## config.mk

```make
export PLATFORM = sky130hd
export DESIGN_NAME = sweep_scheduler
export DESIGN_NICKNAME = d
export VERILOG_FILES = /design/src/rtl/grid_pkg.sv /design/src/rtl/remove_accessible.sv /design/src/rtl/sweep_scheduler.sv
export SDC_FILE = /design/constraint.sdc
export NUM_CORES = 2
export LEC_CHECK = 0
export ABC_AREA = 0
export BUFFER_PORTS_ARGS = -buffer_cell sky130_fd_sc_hd__buf_2
export CORE_UTILIZATION = 39
export CTS_BUF_LIST = sky130_fd_sc_hd__clkbuf_8
export CTS_CLUSTER_SIZE = 24
export DETAILED_ROUTE_END_ITERATION = 6
export MAX_ROUTING_LAYER = met4
export PLACE_DENSITY = 0.65
export SLEW_MARGIN = 25
export SYNTH_ARGS = -nofsm -noshare
export SYNTH_HDL_FRONTEND = slang
export SYNTH_SLANG_ARGS = --single-unit
```

## constraint.sdc

```tcl
create_clock -name clk -period 13.88 [get_ports clk]
set_input_delay 1.388 -clock clk [delete_from_list [all_inputs] [get_ports clk]]
set_output_delay 1.388 -clock clk [all_outputs]
set_load 0.005 [all_outputs]
```

## src/rtl/grid_pkg.sv

```systemverilog
// grid_pkg
// Shared definitions for the paper-grid removal engine.
//   state_e      : scheduler states IDLE / LOAD / SWEEP / DONE
//   ACCESS_LIMIT : a paper cell with fewer set neighbours than this is removable
//   cnt_width    : width of a removal count for a w x d grid
//   iter_width   : width of a sweep counter that must reach m
//   addr_width   : width of a row address for d rows
package grid_pkg;

  typedef enum logic [1:0] {
    IDLE  = 2'd0,
    LOAD  = 2'd1,
    SWEEP = 2'd2,
    DONE  = 2'd3
  } state_e;

  localparam logic [3:0] ACCESS_LIMIT = 4'd4;

  function automatic int cnt_width(input int w, input int d);
    return $clog2(w * d + 1);
  endfunction

  function automatic int iter_width(input int m);
    return (m < 1) ? 1 : $clog2(m + 1);
  endfunction

  // A single-row grid still needs a one-bit address port.
  function automatic int addr_width(input int d);
    return (d < 2) ? 1 : $clog2(d);
  endfunction

endpackage

```

## src/rtl/remove_accessible.sv

```systemverilog
// remove_accessible
// Combinational single removal sweep over a WIDTH x DEPTH grid.
// Every set cell with fewer than ACCESS_LIMIT set cells among its eight
// neighbours is cleared; all decisions use the incoming grid.
// Ports:
//   mat_in      : grid before the sweep, row r bit c = column c
//   mat_out     : grid after the sweep
//   removed     : number of cells cleared by this sweep
//   any_removed : at least one cell was cleared
module remove_accessible
  import grid_pkg::*;
#(
  parameter int WIDTH = 16,
  parameter int DEPTH = 16,
  localparam int CNT_W = cnt_width(WIDTH, DEPTH)
) (
  input  logic [WIDTH-1:0] mat_in  [DEPTH],
  output logic [WIDTH-1:0] mat_out [DEPTH],
  output logic [CNT_W-1:0] removed,
  output logic             any_removed
);

  // Grid framed by a ring of zeros so that edge cells see out-of-grid
  // neighbours as empty without any special-case logic.
  logic [WIDTH+1:0]       pad [DEPTH+2];
  logic [WIDTH*DEPTH-1:0] kill_flat;

  assign pad[0]       = '0;
  assign pad[DEPTH+1] = '0;

  for (genvar r = 0; r < DEPTH; r++) begin : g_row
    logic [WIDTH-1:0] kill_row;

    assign pad[r+1] = {1'b0, mat_in[r], 1'b0};

    // Cell (r,c) sits at pad (r+1,c+1); its neighbourhood spans pad rows
    // r..r+2 and pad bits c..c+2.
    for (genvar c = 0; c < WIDTH; c++) begin : g_col
      logic [3:0] nb;
      assign nb = 4'(pad[r][c])   + 4'(pad[r][c+1])   + 4'(pad[r][c+2])
                + 4'(pad[r+1][c])                     + 4'(pad[r+1][c+2])
                + 4'(pad[r+2][c]) + 4'(pad[r+2][c+1]) + 4'(pad[r+2][c+2]);
      assign kill_row[c] = mat_in[r][c] & (nb < ACCESS_LIMIT);
    end

    assign mat_out[r]                   = mat_in[r] & ~kill_row;
    assign kill_flat[r*WIDTH +: WIDTH]  = kill_row;
  end

  assign removed     = CNT_W'($countones(kill_flat));
  assign any_removed = |kill_flat;

endmodule

```

## src/rtl/sweep_scheduler.sv

```systemverilog
// sweep_scheduler
// Loads a WIDTH x DEPTH paper grid row by row, then applies one removal
// sweep per clock until a sweep removes nothing or MAX_ITER sweeps ran.
// Ports:
//   clk, rst      : clock (rising edge), asynchronous active-high reset
//   start         : begin a job; honoured only in IDLE or DONE
//   load_ready    : high in LOAD; row accepted on load_valid & load_ready
//   load_valid    : load_row carries the next row (row 0 first)
//   load_row      : grid row, bit j = column j, 1 = paper
//   busy          : high in LOAD or SWEEP
//   done          : high throughout DONE
//   timeout       : with done, job was stopped by the sweep limit
//   total_removed : rolls removed over all sweeps of the job
//   iter_count    : sweeps executed, including the final empty sweep
//   rd_addr       : row select for grid readout
//   rd_row        : combinational read of grid row rd_addr
module sweep_scheduler
  import grid_pkg::*;
#(
  parameter int WIDTH    = 16,
  parameter int DEPTH    = 16,
  parameter int MAX_ITER = 256,
  localparam int CNT_W  = cnt_width(WIDTH, DEPTH),
  localparam int ITER_W = iter_width(MAX_ITER),
  localparam int ADDR_W = addr_width(DEPTH)
) (
  input  logic              clk,
  input  logic              rst,
  input  logic              start,
  output logic              load_ready,
  input  logic              load_valid,
  input  logic [WIDTH-1:0]  load_row,
  output logic              busy,
  output logic              done,
  output logic              timeout,
  output logic [CNT_W-1:0]  total_removed,
  output logic [ITER_W-1:0] iter_count,
  input  logic [ADDR_W-1:0] rd_addr,
  output logic [WIDTH-1:0]  rd_row
);

  state_e state_q, state_d;

  logic [WIDTH-1:0]  grid_q    [DEPTH];
  logic [WIDTH-1:0]  sweep_row [DEPTH];
  logic [CNT_W-1:0]  total_q;
  logic [CNT_W-1:0]  removed;
  logic [ITER_W-1:0] iter_q;
  logic [ADDR_W-1:0] ptr_q;
  logic              timeout_q;
  logic              any_removed;
  logic              last_row;
  logic              iter_limit;

  remove_accessible #(
    .WIDTH (WIDTH),
    .DEPTH (DEPTH)
  ) u_sweep (
    .mat_in      (grid_q),
    .mat_out     (sweep_row),
    .removed     (removed),
    .any_removed (any_removed)
  );

  assign last_row   = (state_q == LOAD) && load_valid && (ptr_q == ADDR_W'(DEPTH - 1));
  // True when the sweep executing now is the last one allowed.
  assign iter_limit = (({1'b0, iter_q} + 1'b1) == (ITER_W + 1)'(MAX_ITER));

  // State register
  always_ff @(posedge clk or posedge rst) begin
    if (rst) state_q <= IDLE;
    else     state_q <= state_d;
  end

  // Next-state logic
  always_comb begin
    state_d = state_q;
    case (state_q)
      IDLE:    if (start) state_d = LOAD;
      LOAD:    if (last_row) state_d = SWEEP;
      SWEEP:   if (!any_removed || iter_limit) state_d = DONE;
      DONE:    if (start) state_d = LOAD;
      default: state_d = IDLE;
    endcase
  end

  // Moore outputs
  always_comb begin
    load_ready = (state_q == LOAD);
    busy       = (state_q == LOAD) || (state_q == SWEEP);
    done       = (state_q == DONE);
  end

  // Grid, pointer and result registers. The grid is not cleared when a
  // job starts because LOAD overwrites every row before the first sweep.
  always_ff @(posedge clk or posedge rst) begin
    if (rst) begin
      for (int r = 0; r < DEPTH; r++) grid_q[r] <= '0;
      ptr_q     <= '0;
      total_q   <= '0;
      iter_q    <= '0;
      timeout_q <= 1'b0;
    end else begin
      case (state_q)
        IDLE, DONE: begin
          if (start) begin
            ptr_q     <= '0;
            total_q   <= '0;
            iter_q    <= '0;
            timeout_q <= 1'b0;
          end
        end
        LOAD: begin
          if (load_valid) begin
            grid_q[ptr_q] <= load_row;
            ptr_q         <= last_row ? '0 : ptr_q + 1'b1;
          end
        end
        SWEEP: begin
          for (int r = 0; r < DEPTH; r++) grid_q[r] <= sweep_row[r];
          total_q <= total_q + removed;
          iter_q  <= iter_q + 1'b1;
          if (!any_removed)    timeout_q <= 1'b0;
          else if (iter_limit) timeout_q <= 1'b1;
        end
        default: ;
      endcase
    end
  end

  assign timeout       = timeout_q;
  assign total_removed = total_q;
  assign iter_count    = iter_q;
  assign rd_row        = grid_q[rd_addr];

endmodule

```

==> flow_metrics.env <==
export IMPL_status="complete, no violations"
export IMPL_fin_skew_ns=0.04643
export IMPL_cts_sink_count=281
export IMPL_rr_endpoint="total_removed[7]"
export IMPL_worstPathMaxFanout=7
export IMPL_worstPathRequired_ns=14.51
export IMPL_cts_resized=0
export IMPL_num_rows=136
export IMPL_drc_errors=0
export IMPL_dpl_cell_area_um2=56950
export IMPL_cts_hold_buf=0
export IMPL_drtAntennaViolNets=0
export IMPL_crit_type="reg2reg"
export IMPL_grt_overflow=0
export IMPL_finalSetupViolCount=0
export IMPL_critPathMostFrequentCell="fa_1"
export IMPL_clock_fmax_mhz=90.21
export IMPL_tightest_slew_ns=1.206
export IMPL_vias_per_cell=5.493
export IMPL_hold_class="reg2reg"
export IMPL_synth_edf_count=0
export IMPL_vias=42121
export IMPL_r2r_slack_ns=2.79
export IMPL_timing_final_crit_share_pct=79.86
export IMPL_die_y_um=375.0
export IMPL_start_util_pct=39.36
export IMPL_preCtsSetupSlack_ns=2.855
export IMPL_synthCells=5725
export IMPL_nets=7649
export IMPL_ioPinCount=62
export IMPL_setup_tns_ns=0
export IMPL_async_flop_share_pct=100.0
export IMPL_timing_critical_path_to="total_removed[7]"
export IMPL_grt_max_degree=71
export IMPL_rsz0062_at_grt="false"
export IMPL_clock_root_buffer="clkbuf_8"
export IMPL_ys_warn_count=0
export IMPL_yosys_area_top_type="fa_1"
export IMPL_slowest_stage="a2111oi_1"
export IMPL_dp_hpwl_mm=151.7
export IMPL_grt_util_all_layers_pct=27.44
export IMPL_slowest_delay_ns=0.91
export IMPL_rr_worst_depth=31
export IMPL_rr_startpoint="grid_q[198]"
export IMPL_drive_gt1_share_pct=6.839
export IMPL_finalCriticalPeriod_ns=11.09
export IMPL_slew_headroom_pct=19.14
export IMPL_drtIter0Drc=3854
export IMPL_clk_pin_slew_worst_paths_ns=0.06
export IMPL_maxSlewViolCount=0
export IMPL_cts_tree="done"
export IMPL_netlist_area_um2=54250
export IMPL_clock_latency_ns=0.76
export IMPL_start_kind="register"
export IMPL_post_cts_buffers=0
export IMPL_crit_start="grid_q[198]"
export IMPL_mostFrequentLayoutCells="inv_1 (1672), ha_1 (1116), fa_1 (714), nand2_1 (293), o21ai_0 (285)"
export IMPL_port_buffers=61
export IMPL_wl_per_cell_um=24.02
export IMPL_hp_start="timeout"
export IMPL_die_area_um2=140600
export IMPL_crit_path_end_kind="register"
export IMPL_yosys_most_used_dff="dfrtp_1"
export IMPL_wirelength_mm=184.2
export IMPL_grt_antenna_before_repair=25
export IMPL_routabilityCongestion=1.024
export IMPL_ctsLongestPathBuffers=3
export IMPL_hold_viol=0
export IMPL_core_area_um2=137800
export IMPL_ys_ff_latch=281
export IMPL_cts_buffers=68
export IMPL_ys_seq_area_share_pct=12.96
export IMPL_synth_distinct_cells=69
export IMPL_grt_pass1_wl_mm=278.6
export IMPL_maxCapViolCount=0
export IMPL_area_delta_synth_final_pct=7.797
export IMPL_synth_area_per_cell_um2=9.477
export IMPL_die_w_um=375.0
export IMPL_arrival_ns=11.72
export IMPL_yosysTopAreaCellShare_pct=26.35
export IMPL_stdcell_area_um2=58480
export IMPL_final_common_cell="inv_1"
export IMPL_synth_fp_nets=7580
export IMPL_htree_levels=3
export IMPL_firstDrtPassIters=6
export IMPL_fin_ws_ns=2.795
export IMPL_grt_pass1_vias=43113
export IMPL_yosys_top_cells_area="fa_1 (26%), ha_1 (26%), dfrtp_1 (13%)"
-- synthesized netlist by cell type (6+ instances only) --
cell       instances
or3_1              9
nor3_1            12
o2111ai_1          8
nand2_1          293
mux2i_1            7
a211oi_1         107
o211ai_1          30
a21oi_1          160
nor4_1            14
a21o_1           188
clkbuf_1         107
nand3_1           35
o21ai_0          285
mux4_2            79
buf_1             24
nand2b_1           8
a22o_1           114
a22oi_1           18
a211o_1           67
nor2b_1            7
a2111oi_0         31
nor2_1           128
inv_1           1650
a31oi_1           42
or2_2             48
nand4_1           22
ha_1            1117
xnor2_1            9
nand3b_1           7
fa_1             714
dfrtp_1          281
and3_1             6
and2_1            40
-- how the worst min path moves through the flow --
stage | endpoint | cells after the start
floorplan | total_removed[4] | 2
global placement | timeout | 2
detailed placement | total_removed[8] | 2
CTS | total_removed[8] | 2
global route | total_removed[5] | 2
finish | timeout | 2
-- logic make-up after synthesis --
logic type / after synthesis / share of synthesized area [%]
fa+ha+maj: 1831 / 52.11
buf+inv: 1783 / 12.34
compound gates: 1084 / 13.42
simple gates: 648 / 5.542
flops: 281 / 12.96
mux: 87 / 3.457
xor+xnor: 11 / 0.1776
-- critical path, delay by kind of cell, from the launching register on --
kind	cells	cell delay [ns]
adders and majority gates	16	7.41
AOI/OAI and AO/OA	8	2.11
buffers and inverters	6	0.65
DFF	1	0.47
and+or+nand+nor	1	0.31
-- sequential cells by signal, summed over array words and instances (netlist names) --
register	cells
timeout	1
state_q	2
iter_count	9
grid_q	256
total_removed	9
ptr_q	4
-- area by class of cell --
| class | instances | area, µm² |
|---|---|---|
| Clock inverter | 32 | 167.7 |
| Sequential cell | 281 | 7032 |
| Timing Repair Buffer | 131 | 837.1 |
| Multi-Input combinational cell | 3661 | 40650 |
| Antenna cell | 25 | 62.56 |
| Fill cell | 13326 | 79350 |
| Inverter | 1651 | 6207 |
| Tap cell | 1794 | 2245 |
| Clock buffer | 93 | 1280 |
-- per-stage QoR --
step           std cells  hold WS [ns]  util [%]
3_3_place_gp        7515        0.5278     41.30
6_report            7668        0.5493     42.43
3_5_place_dp        7516        0.5393     41.32
2_1_floorplan       5725        0.5005         -
5_1_grt             7665        0.5810     42.43
4_1_cts             7641        0.5518     42.37
-- routing by layer --
metal	part of all wire [%]	track usage [%]
met1	41	34.63
met2	45	41.13
met3	9.0	6.709
met4	5.4	13.14
met5	0	-
Power is not shown: default switching activity piles up to over one toggle a cycle in this logic, so the estimate is an artifact.
